[config.mk]
export PLATFORM = sky130hd
export DESIGN_NAME = ckt_sequencer
export DESIGN_NICKNAME = d
export VERILOG_FILES = /design/src/rtl/ckt_sequencer.sv
export SDC_FILE = /design/constraint.sdc
export NUM_CORES = 1
export LEC_CHECK = 0
export BUFFER_PORTS_ARGS = -buffer_cell sky130_fd_sc_hd__buf_2
export CAP_MARGIN = 25
export CELL_PAD_IN_SITES_DETAIL_PLACEMENT = 0
export CELL_PAD_IN_SITES_GLOBAL_PLACEMENT = 2
export CORE_MARGIN = 2
export CORE_UTILIZATION = 33
export CTS_CLUSTER_DIAMETER = 200
export CTS_CLUSTER_SIZE = 30
export DETAILED_ROUTE_END_ITERATION = 10
export GPL_TIMING_DRIVEN = 0
export PLACE_DENSITY = 0.85
export SYNTH_ARGS = -nofsm -noshare
export SYNTH_HDL_FRONTEND = slang
export SYNTH_SLANG_ARGS = --single-unit
export TNS_END_PERCENT = 10
[constraint.sdc]
create_clock -name i_clk -period 2.6 [get_ports i_clk]
set_clock_uncertainty 0.1 [all_clocks]
set_input_delay 0.39 -clock i_clk [delete_from_list [all_inputs] [get_ports i_clk]]
set_output_delay 0.39 -clock i_clk [all_outputs]
set_load 0.1 [all_outputs]
[src/rtl/ckt_sequencer.sv]
// Built-in stimulus/response sequencer for a 3-input combinational block:
// walks all eight input vectors, samples y after a settle time and reports go/no-go.
module ckt_sequencer #(
    parameter int unsigned SETTLE_CYCLES = 2,
    parameter logic [7:0]  EXPECTED      = 8'hE8
) (
    input  logic       i_clk,
    input  logic       i_rst,
    input  logic       i_start,
    input  logic       i_abort,
    input  logic       i_y,
    output logic       o_a,
    output logic       o_b,
    output logic       o_c,
    output logic       o_busy,
    output logic       o_done,
    output logic       o_pass,
    output logic [7:0] o_captured,
    output logic [7:0] o_fail_mask,
    output logic [3:0] o_err_count
);

    typedef enum logic [1:0] {
        ST_IDLE = 2'd0,
        ST_RUN  = 2'd1,
        ST_DONE = 2'd2
    } state_t;

    localparam logic [3:0] CNT_LAST = 4'(SETTLE_CYCLES - 1);

    state_t     r_state;
    logic [2:0] r_idx;
    logic [3:0] r_cnt;
    logic [2:0] r_abc;
    logic       r_busy;
    logic       r_done;
    logic       r_pass;
    logic [7:0] r_captured;
    logic [7:0] r_fail_mask;
    logic [3:0] r_err_count;

    state_t     w_state_nxt;
    logic [2:0] w_idx_nxt;
    logic [3:0] w_cnt_nxt;
    logic [2:0] w_abc_nxt;
    logic       w_busy_nxt;
    logic       w_done_nxt;
    logic       w_pass_nxt;
    logic [7:0] w_captured_nxt;
    logic [7:0] w_fail_mask_nxt;
    logic [3:0] w_err_count_nxt;
    logic       w_mismatch;
    logic [3:0] w_err_inc;

    assign w_mismatch = i_y ^ EXPECTED[r_idx];
    // At most eight increments, so the 4-bit count cannot wrap.
    assign w_err_inc  = r_err_count + {3'b000, w_mismatch};

    // Next-state and next-output computation; every output is registered below.
    always_comb begin
        w_state_nxt     = r_state;
        w_idx_nxt       = r_idx;
        w_cnt_nxt       = r_cnt;
        w_abc_nxt       = 3'b000;
        w_busy_nxt      = 1'b0;
        w_done_nxt      = 1'b0;
        w_pass_nxt      = r_pass;
        w_captured_nxt  = r_captured;
        w_fail_mask_nxt = r_fail_mask;
        w_err_count_nxt = r_err_count;

        case (r_state)
            ST_IDLE: begin
                if (i_start) begin
                    w_state_nxt     = ST_RUN;
                    w_idx_nxt       = 3'd0;
                    w_cnt_nxt       = 4'd0;
                    w_abc_nxt       = 3'd0;
                    w_busy_nxt      = 1'b1;
                    w_pass_nxt      = 1'b0;
                    w_captured_nxt  = 8'h00;
                    w_fail_mask_nxt = 8'h00;
                    w_err_count_nxt = 4'd0;
                end else begin
                    w_state_nxt = ST_IDLE;
                end
            end

            ST_RUN: begin
                // Abort wins over a sample edge: the current vector is left unrecorded.
                if (i_abort) begin
                    w_state_nxt = ST_IDLE;
                end else if (r_cnt == CNT_LAST) begin
                    w_captured_nxt[r_idx]  = i_y;
                    w_fail_mask_nxt[r_idx] = w_mismatch;
                    w_err_count_nxt        = w_err_inc;
                    w_cnt_nxt              = 4'd0;
                    if (r_idx == 3'd7) begin
                        w_state_nxt = ST_DONE;
                        w_done_nxt  = 1'b1;
                        w_pass_nxt  = (w_err_inc == 4'd0);
                    end else begin
                        w_idx_nxt  = r_idx + 3'd1;
                        w_abc_nxt  = r_idx + 3'd1;
                        w_busy_nxt = 1'b1;
                    end
                end else begin
                    w_cnt_nxt  = r_cnt + 4'd1;
                    w_abc_nxt  = r_idx;
                    w_busy_nxt = 1'b1;
                end
            end

            ST_DONE: begin
                w_state_nxt = ST_IDLE;
            end

            default: begin
                w_state_nxt = ST_IDLE;
            end
        endcase
    end

    // State and output registers with synchronous reset.
    always_ff @(posedge i_clk) begin
        if (i_rst) begin
            r_state     <= ST_IDLE;
            r_idx       <= 3'd0;
            r_cnt       <= 4'd0;
            r_abc       <= 3'b000;
            r_busy      <= 1'b0;
            r_done      <= 1'b0;
            r_pass      <= 1'b0;
            r_captured  <= 8'h00;
            r_fail_mask <= 8'h00;
            r_err_count <= 4'd0;
        end else begin
            r_state     <= w_state_nxt;
            r_idx       <= w_idx_nxt;
            r_cnt       <= w_cnt_nxt;
            r_abc       <= w_abc_nxt;
            r_busy      <= w_busy_nxt;
            r_done      <= w_done_nxt;
            r_pass      <= w_pass_nxt;
            r_captured  <= w_captured_nxt;
            r_fail_mask <= w_fail_mask_nxt;
            r_err_count <= w_err_count_nxt;
        end
    end

    assign o_a         = r_abc[2];
    assign o_b         = r_abc[1];
    assign o_c         = r_abc[0];
    assign o_busy      = r_busy;
    assign o_done      = r_done;
    assign o_pass      = r_pass;
    assign o_captured  = r_captured;
    assign o_fail_mask = r_fail_mask;
    assign o_err_count = r_err_count;

endmodule
==> metrics <==
outcome finished, final reports clean; TritonRoute pass-1 iters 4; Power Dens Cells 591 nW/um^2; clock latency on the worst-skew pair 280 ps; Vias/cell 4.80; initial antenna violation count 0; TNS Setup 0 ps; mapped cell area 1680 sq um; # DRC 0; area post-placement 1900 sq um; Flop pwr share 46.7%; M1 WL 2020 um; Worst Hold Class in -> reg; Clk network pwr share 44.6%; Crit. End Element flip-flop; hold-fix buffers at CTS 0; combinational share of power 8.7%; Setup WS post-layout approximately 310 ps; final WL 3810 um; syn avg cell area about 9.0 sq um; IO Port Bufs 29; Worst-Margin Slew 1020 ps; area grow syn2layout 21.2%; Worst slew margin 31.6%; Synthesized Nets 197; WL met2 ~1600 um; TritonCTS buffer count 5; worst-case clock buffer depth 2; Core Util, Final 42.2%; cell leakage power 0.818 nW; WHS 349 ps; Post-CTS Setup Bufs 0; met3 routed wirelength 137 um; Peak Freq 437 MHz; Die Width 75.3 um; Pint 0.926 mW; register cell area after layout approximately 720 sq um; routed len/inst 13.1 um; detailed-route via count 1393; Cells after Synth 186; yosys warns 0; global route total overflow 0; switching power 0.274 mW; min cycle time layout 2290 ps; critical path class reg -> reg; max layer used met4; Peak VDD IR 0.000298 V; RSZ-0062 raised after global routing false; non-filler cells, final 290; pin count of the biggest net entering global routing 12; sw frac 22.8%; Initial Util 34.8%; Worst-path clk slew 70 ps; Final Hold Fails 0; post-CTS sizing 0; H-tree level count 2; row cnt 25; clk sink count 36; crit path max fanout 8; Pins Over Slew Limit 0; Vert. Die Dim 75.3 um; final setup vio count 0; dpl cells 282; CP startpoint kind flip-flop; HPWL after DPL 2790 um; number of global-route vias before repair 1303; DP Worst Slack 379 ps; multi-input logic area approximately 880 sq um; register area share after synthesis 43.0%; max_cap viols 0; CTS tree done; worst endpoint data arrival time 2400 ps; first-pass GRT wire length 6380 um; die footprint 5660 sq um; n_diodes 0; CP required 2710 ps; ANT nets after route 0; clock root buffer clkbuf_8; final period utilization 88.0%; post-route cell area between 2000 and 2500 sq um; Yosys reg bits 36; gr usage total 15.2%; fillers 521; Core ar. slightly below 5000 sq um; post-route total power 1.20 mW; count of cell types in the netlist 36; routability cong. between 0.7 and 0.8; drt first-iter violations 60; share of cells above drive strength 1 approximately 22%; Ports 31; Final nets between 200 and 250
## cells by family after synthesis
logic type | share of synthesized area [%]
AOI/OAI and AO/OA | 21.8
xor gates and xnor gates | 2.61
adders and majority gates | 4.48
buffers and inverters | 4.33
DFF | 43.0
muxes | 0.597
and+or+nand+nor | 23.2
## sequential cells by signal (all words and copies together), names as in the netlist, named ones only
register	flops
o_done	1
o_pass	1
r_cnt	4
r_idx	3
r_abc	3
o_err_count	4
o_fail_mask	8
r_state	2
o_captured	8
o_busy	1
## layer usage
metal,vias to the layer above,GRT usage (%)
li1,742,-
met1,620,22.5
met2,26,21.4
met3,5,4.02
met4,0,4.68
met5,-,0
## cell usage after synthesis, drive strengths merged
cell | count | area share, %
dfxtp | 36 | 43
a21oi | 23 | 7.8
nand2 | 23 | 5.2
nand2b | 10 | 3.7
nand3 | 10 | 3.0
nor2 | 9 | 2.2
a22o | 8 | 4.2
buf | 6 | 2.5
ha | 6 | 4.5
or4 | 5 | 2.2
a2bb2o | 4 | 2.4
clkbuf | 4 | 0.90
inv | 4 | 0.90
nor3 | 4 | 1.2
o21ai | 4 | 1.2
nand3b | 3 | 1.3
nor3b | 3 | 1.3
xnor2 | 3 | 1.6
a211oi | 2 | 0.90
and2 | 2 | 0.75
nor4 | 2 | 0.75
o2bb2ai | 2 | 1.0
o32ai | 2 | 1.0
xor2 | 2 | 1.0
a21boi | 1 | 0.45
a21o | 1 | 0.45
a221oi | 1 | 1.6
a31oi | 1 | 0.37
mux2i | 1 | 0.60
nor2b | 1 | 0.37
o211ai | 1 | 0.45
or3b | 1 | 0.52
or4b | 1 | 0.60
## path summary, 6_finish.rpt
check	startpoint	end	slack, ps	cells after the start
worst max-delay path	r_cnt[0]	o_pass	310	5
worst min-delay path	i_abort	r_state[0]	350	4
worst max register to register	r_cnt[0]	o_pass	310	5
worst min register to register	o_fail_mask[6]	o_fail_mask[6]	360	1
## critical path: stages, from the launching register on
cell and delay (ps):
dfxtp_1 400, ha_1 180, nor3b_1 830, nand2_1 270, a21oi_1 250, mux2i_1 180
## cell usage in the layout (no fill, tap or decap), types with 2 or more instances in the layout
master | synthesis | routed
nor3b_1 | 3 | 3
xor2_1 | 2 | 2
a21oi_1 | 19 | 19
nor2_1 | 8 | 8
nor3_1 | 4 | 4
and2_1 | 2 | 2
nand3b_1 | 3 | 3
o2bb2ai_1 | 2 | 2
dfxtp_1 | 36 | 36
a2bb2o_1 | 4 | 4
o21ai_0 | 4 | 4
or4_1 | 5 | 5
a22o_1 | 8 | 8
nor4_1 | 2 | 2
a21oi_2 | 4 | 4
buf_6 | 2 | 2
nand3_1 | 10 | 10
clkbuf_8 | 0 | 7
a211oi_1 | 2 | 2
nand2_1 | 23 | 23
buf_2 | 4 | 33
nand2b_1 | 10 | 10
clkbuf_1 | 4 | 4
o32ai_1 | 2 | 2
inv_1 | 4 | 4
xnor2_1 | 3 | 3
ha_1 | 6 | 6
## power groups by stage
stage	combinational, mW	clock [mW]	sequential (mW)
4_1_cts	0.106	0.551	0.560
2_1_floorplan	0.0646	0	0.589
3_5_place_dp	0.105	0	0.573
6_report	0.105	0.535	0.560
5_1_grt	0.116	0.574	0.561
3_3_place_gp	0.105	0	0.573
## area by class of cell
class	count	share of cell area (%)
plain buffers	10	2.83
inverters	4	0.739
flip-flops and latches	36	35.5
repair buffers	29	7.15
clock buffers	7	4.74
multi-input cells	136	43.4
well taps	67	4.13
clock inverters	1	1.48
Power figures use the tool's default switching activity.
